===== config.mk =====
export PLATFORM = sky130hd
export DESIGN_NAME = ad4003_emulator
export DESIGN_NICKNAME = d
export VERILOG_FILES = /design/src/rtl/ad4003_emulator.sv
export SDC_FILE = /design/constraint.sdc
export NUM_CORES = 1
export LEC_CHECK = 0
export ABC_AREA = 1
export CAP_MARGIN = 25
export CORE_UTILIZATION = 50
export CTS_CLUSTER_DIAMETER = 80
export DETAILED_ROUTE_END_ITERATION = 7
export PLACE_DENSITY = 0.76
export SLEW_MARGIN = 20
export SYNTH_ARGS = -nofsm -noshare
export SYNTH_HDL_FRONTEND = slang
export SYNTH_SLANG_ARGS = --single-unit

===== constraint.sdc =====
create_clock -name clk_100 -period 2.48 [get_ports clk_100]
set_input_delay 0.248 -clock clk_100 [delete_from_list [all_inputs] [get_ports clk_100]]
set_output_delay 0.248 -clock clk_100 [all_outputs]
set_load 0.01 [all_outputs]

===== src/rtl/ad4003_emulator.sv =====
// Fabric model of one AD4003 serial port: timed conversion on CNV, MSB-first readout on SDO,
// and the 16-bit register-write command on SDI with an optional 6-bit status trailer.
module ad4003_emulator #(
  parameter int unsigned ADC_DATA_WIDTH = 18,
  parameter int unsigned CONV_CYCLES    = 30,
  parameter logic [7:0]  CONFIG_RESET   = 8'hE1
) (
  input  logic                      clk_100,
  input  logic                      reset_n,
  input  logic                      cnv_in,
  input  logic                      sck_in,
  input  logic                      sdi_in,
  input  logic [ADC_DATA_WIDTH-1:0] sample_data,
  output logic                      sdo,
  output logic                      busy,
  output logic [7:0]                config_reg,
  output logic                      frame_done,
  output logic                      conv_overrun
);

  localparam int unsigned FrameMax = ADC_DATA_WIDTH + 6;
  localparam int unsigned CntW     = $clog2(CONV_CYCLES + 1);
  localparam int unsigned BitW     = $clog2(FrameMax + 1);
  localparam logic [7:0]  WriteCmd = 8'h14;
  localparam logic [4:0]  SdiFull  = 5'd16;

  typedef enum logic [1:0] {StIdle, StConv, StRead} state_e;

  state_e state_q, state_d;

  // Pin synchronizers and edge detection.
  logic [1:0] cnv_sync_q, sck_sync_q, sdi_sync_q;
  logic       cnv_prev_q, sck_prev_q;
  logic       cnv_rise, sck_rise, sck_fall, sdi_s;

  always_ff @(posedge clk_100 or negedge reset_n) begin
    if (!reset_n) begin
      cnv_sync_q <= '0;
      sck_sync_q <= '0;
      sdi_sync_q <= '0;
      cnv_prev_q <= 1'b0;
      sck_prev_q <= 1'b0;
    end else begin
      cnv_sync_q <= {cnv_sync_q[0], cnv_in};
      sck_sync_q <= {sck_sync_q[0], sck_in};
      sdi_sync_q <= {sdi_sync_q[0], sdi_in};
      cnv_prev_q <= cnv_sync_q[1];
      sck_prev_q <= sck_sync_q[1];
    end
  end

  assign cnv_rise = cnv_sync_q[1] & ~cnv_prev_q;
  assign sck_rise = sck_sync_q[1] & ~sck_prev_q;
  assign sck_fall = ~sck_sync_q[1] & sck_prev_q;
  assign sdi_s    = sdi_sync_q[1];

  // Datapath state.
  logic [CntW-1:0]           conv_cnt_q, conv_cnt_d;
  logic [BitW-1:0]           bit_cnt_q, bit_cnt_d;
  logic [ADC_DATA_WIDTH-1:0] shadow_q, shadow_d;
  logic [15:0]               sdi_shift_q, sdi_shift_d;
  logic [4:0]                sdi_cnt_q, sdi_cnt_d;
  logic                      sdo_bit_q, sdo_bit_d;
  logic                      done_ev_q, done_ev_d;
  logic                      ovr_ev_q, ovr_ev_d;
  logic                      wr_ev_q, wr_ev_d;
  logic [7:0]                wr_data_q, wr_data_d;

  // Output stage, one cycle behind the FSM decisions.
  logic       sdo_q, frame_done_q, conv_overrun_q;
  logic [7:0] config_q;

  logic [FrameMax-1:0] frame_vec;
  logic [BitW-1:0]     frame_len;
  logic [BitW-1:0]     frame_idx;
  logic                frame_bit;

  assign frame_vec = {shadow_q, config_q[5:0]};
  assign frame_len = config_q[4] ? BitW'(FrameMax) : BitW'(ADC_DATA_WIDTH);
  assign frame_idx = BitW'(FrameMax - 1) - bit_cnt_q;
  assign frame_bit = frame_vec[frame_idx];

  // State register.
  always_ff @(posedge clk_100 or negedge reset_n) begin
    if (!reset_n) begin
      state_q <= StIdle;
    end else begin
      state_q <= state_d;
    end
  end

  // Next-state logic.
  always_comb begin
    state_d = state_q;
    unique case (state_q)
      StIdle:  if (cnv_rise) state_d = StConv;
      StConv:  if (conv_cnt_q == '0) state_d = StRead;
      StRead:  if (cnv_rise) state_d = StConv;
      default: state_d = StIdle;
    endcase
  end

  // Datapath next values and output decisions.
  always_comb begin
    conv_cnt_d  = conv_cnt_q;
    bit_cnt_d   = bit_cnt_q;
    shadow_d    = shadow_q;
    sdi_shift_d = sdi_shift_q;
    sdi_cnt_d   = sdi_cnt_q;
    sdo_bit_d   = sdo_bit_q;
    wr_data_d   = wr_data_q;
    done_ev_d   = 1'b0;
    ovr_ev_d    = 1'b0;
    wr_ev_d     = 1'b0;
    busy        = (state_q == StConv);
    unique case (state_q)
      StIdle: begin
        if (cnv_rise) begin
          shadow_d   = sample_data;
          conv_cnt_d = CntW'(CONV_CYCLES - 1);
        end
      end
      StConv: begin
        ovr_ev_d = cnv_rise;
        if (conv_cnt_q == '0) begin
          sdo_bit_d = shadow_q[ADC_DATA_WIDTH-1];
          bit_cnt_d = BitW'(1);
        end else begin
          conv_cnt_d = conv_cnt_q - 1'b1;
        end
      end
      StRead: begin
        // CNV wins over any SCK edge flagged in the same cycle.
        if (cnv_rise) begin
          done_ev_d = 1'b1;
          if (sdi_cnt_q == SdiFull && sdi_shift_q[15:8] == WriteCmd) begin
            wr_ev_d   = 1'b1;
            wr_data_d = sdi_shift_q[7:0];
          end
          sdi_cnt_d  = '0;
          shadow_d   = sample_data;
          conv_cnt_d = CntW'(CONV_CYCLES - 1);
          sdo_bit_d  = 1'b0;
          bit_cnt_d  = '0;
        end else begin
          if (sck_fall) begin
            if (bit_cnt_q < frame_len) begin
              sdo_bit_d = frame_bit;
              bit_cnt_d = bit_cnt_q + 1'b1;
            end else begin
              sdo_bit_d = 1'b0;
            end
          end
          if (sck_rise) begin
            sdi_shift_d = {sdi_shift_q[14:0], sdi_s};
            if (sdi_cnt_q != SdiFull) sdi_cnt_d = sdi_cnt_q + 1'b1;
          end
        end
      end
      default: begin
        sdo_bit_d = 1'b0;
      end
    endcase
  end

  always_ff @(posedge clk_100 or negedge reset_n) begin
    if (!reset_n) begin
      conv_cnt_q  <= '0;
      bit_cnt_q   <= '0;
      shadow_q    <= '0;
      sdi_shift_q <= '0;
      sdi_cnt_q   <= '0;
      sdo_bit_q   <= 1'b0;
      done_ev_q   <= 1'b0;
      ovr_ev_q    <= 1'b0;
      wr_ev_q     <= 1'b0;
      wr_data_q   <= '0;
    end else begin
      conv_cnt_q  <= conv_cnt_d;
      bit_cnt_q   <= bit_cnt_d;
      shadow_q    <= shadow_d;
      sdi_shift_q <= sdi_shift_d;
      sdi_cnt_q   <= sdi_cnt_d;
      sdo_bit_q   <= sdo_bit_d;
      done_ev_q   <= done_ev_d;
      ovr_ev_q    <= ovr_ev_d;
      wr_ev_q     <= wr_ev_d;
      wr_data_q   <= wr_data_d;
    end
  end

  // Output registers: SDO and the write commit land four cycles after the pin edge.
  always_ff @(posedge clk_100 or negedge reset_n) begin
    if (!reset_n) begin
      sdo_q          <= 1'b0;
      frame_done_q   <= 1'b0;
      conv_overrun_q <= 1'b0;
      config_q       <= CONFIG_RESET;
    end else begin
      sdo_q          <= sdo_bit_q;
      frame_done_q   <= done_ev_q;
      conv_overrun_q <= ovr_ev_q;
      if (wr_ev_q) config_q <= wr_data_q;
    end
  end

  assign sdo          = sdo_q;
  assign frame_done   = frame_done_q;
  assign conv_overrun = conv_overrun_q;
  assign config_reg   = config_q;

endmodule

**Word level (Yosys, flattened, before mapping)**

Index checks and enable logic that the tools add are counted.

- Add/subtract/negate cells: 4
- Magnitude comparators: 2
- Equality and inequality tests: 10
- Multiplexer cells: 28
- Bitwise logic cells: 8
- Reductions and logical operators: 16

Operators by type and width:

| kind | count |
|---|---|
| $mux 5 | 9 |
| $pmux 5 s2 | 2 |
| $reduce_and 3->1 | 5 |
| $mux 1 | 11 |
| $add 5x1->5 const B | 2 |
| $eq 8x5->1 const B | 1 |
| $reduce_bool 2->1 | 4 |
| $lt 5x6->1 const B | 1 |
| $ne 3x3->1 const B | 2 |
| $bmux 1 s5 | 1 |
| $eq 5x5->1 const B | 1 |
| $logic_not 5->1 | 1 |
| $lt 5x5->1 | 1 |
| $ne 5x5->1 const B | 1 |
| $not 1->1 | 5 |
| $sub 5x1->5 const B | 1 |
| $sub 5x5->5 const A | 1 |
| $mux 2 | 2 |
| $mux 4 | 1 |
| $ne 2x1->1 const B | 2 |
| $pmux 2 s2 | 1 |
| $reduce_and 2->1 | 2 |
| $reduce_and 4->1 | 1 |
| $and 1x1->1 | 3 |
| 7 further kinds | 7 |

- Flip-flop bits (word level): 82
- Output and inout port bits: 12

**Longest topological paths before layout**

Gate-level depths: netlist (run 1).

- Depth in word-level cells: 7
- Gate-level depth with buffers: 13

**Least setup slack after synthesis (run 1)**

Ideal clock, no wire load.

- Kind: flip-flop to flip-flop
- Start point: reg state_q[0]
- End point: reg wr_data_q[7]
- Arrival: 1.447 ns
- Required time: 2.363 ns
- Slack: 0.916 ns
- Cell stages (with the launch flop): 12
- Period minus slack after synthesis: 1.564 ns
- Cell sequence: dfrtp_1 -> inv_1 -> ha_1 -> buf_4 -> inv_2 -> nor2_4 -> inv_2 -> nor2_2 -> nand2_2 -> buf_6 -> nand2_2 -> o21ai_2

- Longest elaborated chain between the ends: 2

Ends and longest elaborated chain:

| element | RTL line | source |
|---|---|---|
| start: declaration | 29 | `state_e state_q, state_d;` |
| start signal: assignment | 86 | `state_q <= StIdle;` |
| start signal: assignment | 88 | `state_q <= state_d;` |
| $eq 2x2->1 | 116 | `unique case (state_q)` |
| $reduce_and 3->1 (no line) | n/a |  |
| end signal: assignment | 188 | `wr_data_q <= wr_data_d;` |
| end: declaration | 67 | `logic [7:0] wr_data_q, wr_data_d;` |

No other way between the ends.
A chain may end at the register's enable or synchronous reset.

**Final worst setup path (run 1)**

- Start point: reg state_q[1]
- End point: out busy

- Longest elaborated chain between the ends: 1

Ends and longest elaborated chain:

| element | RTL line | source |
|---|---|---|
| $eq 2x1->1 | 115 | `busy = (state_q == StConv);` |
| end: declaration | 15 | `output logic busy,` |

No other way between the ends.

==> results.ini, run 1 <==
[cts]
clock_sinks=82
cts_setup_buffers=0
numCtsBuffers=9
clkTransAtPathRegs_ns=0.09
cts_buffer_depth=2
clock-root-buffer=clkbuf_8
htreeDepth=3
cts_tree=yes
clock_latency_ns=0.35

[grt]
grt_pass1_wl_um=11400
grt_usage_pct=19.4
antenna_found_initial=0
grt_max_degree=83
grt_pass1_vias=2527
grt-ovfl-total=0

[synth]
netlist_area_mm2=0.00369
synth.area.top_cells=dfrtp_1 (53%), nand2_1 (11%), inv_1 (4.2%), o21ai_0 (3.9%), nand3_1 (3.8%)
yosys-mux-area-fraction_pct=2.44
synth_fp_nets=438
seq_area_frac_synth_pct=55.7
synth_compound_area_share_pct=9.25
synth.most_common_cell=nand2_1
yosys_most_used_dff=dfrtp_1
yosysUniqueCellTypes=35
synthArstFlopShare_pct=100
synth.ff_latch_count=82
synth_edf_count=0
synth_fa_ha_area_share_pct=3.39
yosysWarnings=0
synth.top_cell.area_share_pct=52.8
synthCells=405
synth_common_cells=nand2_1 (105), dfrtp_1 (78), inv_1 (41)
synth-simple-area-share_pct=21.0
synth_largest_area_cell=dfrtp_1
synth_top_family_by_area=simple AND/OR/NAND/NOR gates
syn-mean-instance-area_um2=9.12
synth_xor_xnor_area_share_pct=0.949

[critical_path]
crit_start=state_q[1]$_DFFE_PN0P_
critPathLaunchType=register
crit_path_end_kind=output port
path_class=register to output port
r2r_start=state_q[0]$_DFFE_PN0P_
critical_path.max_fanout=5
required_ns=2.23
cp_data_arrival_time_ns=1.71

[cells_and_area]
drive_above_1_share_pct=14.8
fin_nets=474
fillers=599
area_delta_synth_final_pct=17.3
reg.largest.list=shadow_q (18), sdi_shift_q (16)
largest_reg_flops=18
diodes=0
final_area_mm2=0.00433
final_util_pct=62.0
final_cells=542
largest-register=shadow_q

[route]
wl_per_cell_um=12.3
vias=2668
dr.first_iter.drc_count=96
viasPerCell=4.92
remaining_drc_errors=0
dr.pass1.iters=4
drt_wl_total_um=6660
final_antenna_net_count=0

[sta]
finalHoldViolCount=0
setup_viol=0
skew_ns=0.0123
drv_slew=0
slew-limit-headroom_pct=52.8
fin_setup_tns_ns=0
rsz0062_at_grt=no
period_share_pct=78.8
fmax_mhz=511
period_needed_ns=1.96
tightest_slew_ns=0.708

[min_path]
min_from=sck_in
hold_path.class=input port to register

[power]
p_leak_nw=2.05
total_power_mw=4.15
ir_drop_mv=0.531
powerDensity_mw_per_mm2=957

[die]
row_count=30
ioPinCount=35
dieWidth_um=88.0
dieArea_mm2=0.00774
core_area_mm2=0.00698
start_util_pct=52.9
die_h_um=88.0

[placed_design]
io_buffers=34
dpl.cell_count=525
hpwl_um=4710
routabilityCongestion=0.894
place_area_mm2=0.00410

[job]
cap_viol_max_count=0

[status]
status=finished, final reports clean

==> worst max-delay path, stage by stage, from the launching register on <==
cell and delay (ns):
dfrtp_1 0.42, inv_1 0.10, ha_1 0.26, clkdlybuf4s50_1 0.58
==> path summary, 6_finish.rpt <==
path                                                  to  slack [ns]  depth (start not counted)
worst max register to register  wr_data_q[5]$_DFFE_PN0P_        0.54                          9
max in group asynchronous           cnv_prev_q$_DFF_PN0_        1.49                          2
worst min register to register      frame_done$_DFF_PN0_        0.36                          0
min in group asynchronous       shadow_q[12]$_DFFE_PN0P_        0.51                          2
worst min-delay path             sck_sync_q[0]$_DFF_PN0_        0.33                          1
worst max-delay path                                busy        0.52                          3
==> cell usage in the layout (no fill, tap or decap), types with 9 or more instances in the layout <==
| cell type | count |
|---|---|
| clkbuf_8 | 9 |
| dfrtp_1 | 78 |
| clkdlybuf4s50_1 | 33 |
| nor2_1 | 21 |
| inv_2 | 10 |
| inv_1 | 41 |
| nand2_1 | 105 |
| ha_1 | 10 |
| o21ai_2 | 9 |
| o21ai_1 | 11 |
| nand3_1 | 28 |
| o21ai_0 | 29 |
==> area by class of cell <==
class	count	area [um^2]	area share, %
well taps	96	120	2.77
repair buffers	38	374	8.64
clock inverters	7	93.8	2.17
clock buffers	9	124	2.86
inverters	51	191	4.42
flip-flops and latches	82	2060	47.5
multi-input cells	259	1370	31.7
==> timing repair <==
| action | in CTS | in global routing |
|---|---|---|
| endpoints found under the setup margin | 0 | 0 |
| endpoints found under the hold margin | 0 | 35 |
| gates resized for setup | 0 | 0 |
| hold buffers | 0 | 1 |
==> power by group <==
group / internal, mW / switching, mW
clock: 0.564 / 0.465
combinational: 0.474 / 0.777
sequential: 1.66 / 0.211
total: 2.69 / 1.45
==> per-layer routing <==
| layer | wire length (um) | vias to the layer above | part of all wire (%) | track usage (%) |
|---|---|---|---|---|
| met4 | 70 | 0 | 1.1 | 5.07 |
| met1 | 3140 | 1264 | 47 | 24.8 |
| met2 | 3220 | 46 | 48 | 32.4 |
| met5 | 0 | - | 0 | 0 |
| met3 | 238 | 7 | 3.6 | 5.94 |
| li1 | - | 1351 | - | - |
==> cells by family after synthesis <==
logic type | count (synthesis)
compound gates | 60
xor+xnor | 4
fa+ha+maj | 10
buf+inv | 64
flops | 82
mux | 8
simple gates | 177
==> through the flow <==
stage	hold WS (ns)	setup slack (ns)
floorplan	-0.0476	0.916
global placement	0.333	0.670
detailed placement	0.337	0.550
CTS	0.0977	0.491
global route	0.304	0.357
finish	0.326	0.525
Note: power is estimated with default switching activity, not from simulation.
==> run 2, diff against run 1 <==
==> constraint.sdc (replaced) <==
create_clock -name clk_100 -period 1.9 [get_ports clk_100]
set_input_delay 0.19 -clock clk_100 [delete_from_list [all_inputs] [get_ports clk_100]]
set_output_delay 0.19 -clock clk_100 [all_outputs]
set_load 0.01 [all_outputs]
==> results.ini, run 2 (synthesis gave the netlist of run 1 again) <==
[status]
status=finished, final reports clean  ; unchanged

[cells_and_area]
fin_nets=477  ; was 474
drive_above_1_share_pct=16.0  ; was 14.8%
area_delta_synth_final_pct=19.0  ; was 17.3%
diodes=0  ; unchanged
largest-register=shadow_q  ; unchanged
final_area_mm2=0.00439  ; was 0.00433 mm^2
largest_reg_flops=18  ; unchanged
layout_commonest_cell=nand2_1  ; unchanged
final_cell_mix=nand2_1 (104), dfrtp_1 (78), inv_1 (41)  ; was nand2_1 (105), dfrtp_1 (78), inv_1 (41)
reg.largest.list=shadow_q (18), sdi_shift_q (16)  ; unchanged

[power]
p_int_mw=3.53  ; was 2.69 mW
power_frac_seq_pct=44.8  ; was 45.0%
switching_power_mw=1.90  ; was 1.45 mW
p_sw_share_pct=35.0  ; about the same
total_power_mw=5.43  ; was 4.15 mW
powerDensity_mw_per_mm2=1240  ; was 957 mW/mm^2
p_comb_share_pct=31.1  ; was 30.2%
power.share.clock_pct=24.1  ; was 24.8%
ir_drop_mv=0.692  ; was 0.531 mV
p_leak_nw=2.09  ; was 2.05 nW

[cts]
cts_tree=yes  ; unchanged
clkTransAtPathRegs_ns=0.08  ; was 0.09 ns
htreeDepth=3  ; unchanged
cts_setup_buffers=0  ; unchanged
cts_buffer_depth=2  ; unchanged
clock_latency_ns=0.35  ; about the same
numCtsBuffers=9  ; unchanged
clock-root-buffer=clkbuf_8  ; unchanged
clock_sinks=82  ; unchanged

[grt]
grt_usage_pct=20.0  ; was 19.4%
grt_pass1_vias=2604  ; was 2527
antenna_found_initial=0  ; unchanged
grt_max_degree=36  ; was 83
grt-ovfl-total=0  ; unchanged
grt_pass1_wl_um=11500  ; was 11400 um

[sta]
drv_slew=0  ; unchanged
fin_setup_tns_ns=0  ; unchanged
slew-limit-headroom_pct=52.7  ; was 52.8%
holdWs_ns=0.271  ; was 0.326 ns
skew_ns=0.00690  ; was 0.0123 ns
period_needed_ns=1.80
setup_viol=0  ; unchanged
setup_slack_ns=0.0995  ; was 0.525 ns
fmax_mhz=555
period_share_pct=94.8
finalHoldViolCount=0  ; unchanged
rsz0062_at_grt=no  ; unchanged
tightest_slew_ns=0.703  ; was 0.708 ns

[job]
cap_viol_max_count=0  ; unchanged

[critical_path]
required_ns=1.71  ; was 2.23 ns
path_class=register to output port  ; unchanged
critPathLaunchType=register  ; unchanged
crit_path_end_kind=output port  ; unchanged
critical_path.max_fanout=5  ; unchanged
cp_data_arrival_time_ns=1.61  ; was 1.71 ns
r2r_slack_ns=0.13  ; was 0.54 ns

[route]
vias=2694  ; was 2668
wl_per_cell_um=12.6  ; was 12.3 um
remaining_drc_errors=0  ; unchanged
drt_wl_total_um=6860  ; was 6660 um
viasPerCell=4.94  ; was 4.92
dr.first_iter.drc_count=200  ; was 96
dr.pass1.iters=4  ; unchanged
final_antenna_net_count=0  ; unchanged

[die]
row_count=30  ; unchanged
dieArea_mm2=0.00774  ; unchanged
dieWidth_um=88.0  ; unchanged
ioPinCount=35  ; unchanged
core_area_mm2=0.00698  ; unchanged
start_util_pct=52.9  ; unchanged
die_h_um=88.0  ; unchanged

[placed_design]
place_area_mm2=0.00415  ; was 0.00410 mm^2
place_ws_ns=0.0717  ; was 0.550 ns
io_buffers=34  ; unchanged
hpwl_um=4920  ; was 4710 um
routabilityCongestion=0.930  ; was 0.894

[min_path]
hold_path.class=input port to register  ; unchanged

run 2: cell type report:
| class | instances | area (um^2) |
|---|---|---|
| inverters | 51 | 191 |
| well taps | 96 | 120 |
| clock buffers | 12 | 165 |
| fillers | 578 | 2590 |
| repair buffers | 41 | 418 |
| clock inverters | 4 | 48.8 |
| multi-input cells | 259 | 1390 |
| flip-flops and latches | 82 | 2060 |
run 2: power by group through the flow:
stage	logic, mW	clock network (mW)	registers [mW]
floorplan	1.30	0	2.36
global placement	1.62	0	2.44
detailed placement	1.67	0	2.46
CTS	1.68	1.34	2.43
global route	1.95	1.41	2.49
finish	1.69	1.31	2.43
run 2: layer usage:
layer	global-route usage (%)	part of all wire [%]	vias up
met4	6.56	1.1	0
met5	0	0	-
met3	6.03	4.6	7
met2	34.2	49	52
met1	24.1	45	1276
li1	-	-	1359
run 2: worst max-delay path, stage by stage, from the launching register on:
cell             delay (ns)
dfrtp_1                0.41
inv_1                  0.13
ha_4                   0.18
clkdlybuf4s50_1        0.54
run 2: final timing paths:
check	from	cells past startpoint	to
hold / removal	sck_in	1	sck_sync_q[0]$_DFF_PN0_
setup / recovery	state_q[1]$_DFFE_PN0P_	3	busy
setup reg to reg	state_q[0]$_DFFE_PN0P_	9	wr_data_q[4]$_DFFE_PN0P_
min in group asynchronous	reset_n	2	shadow_q[14]$_DFFE_PN0P_
max in group asynchronous	reset_n	3	sdi_shift_q[7]$_DFFE_PN0P_
hold reg to reg	sck_sync_q[0]$_DFF_PN0_	0	sck_sync_q[1]$_DFF_PN0_
run 2: what timing repair did:
item	CTS	global route
gates resized for setup	1	4
endpoints found under the hold margin	33	0
endpoints found under the setup margin	1	15
hold buffers	1	0
run 2: metrics by stage:
step	utilization (%)	instances
after floorplan	-	405
after global placement	59.4	528
after detailed placement	59.4	528
after CTS	62.7	545
after global routing	62.9	545
final	62.9	545
==> run 3, diff against run 2 <==
--- a/config.mk
+++ b/config.mk
@@ -6,7 +6,6 @@
 export NUM_CORES = 1
 export LEC_CHECK = 0
 export ABC_AREA = 1
-export CAP_MARGIN = 25
 export CORE_UTILIZATION = 50
 export CTS_CLUSTER_DIAMETER = 80
 export DETAILED_ROUTE_END_ITERATION = 7
==> results of run 3 <==
The final DEF is identical to that of run 2; final timing and power are the same.
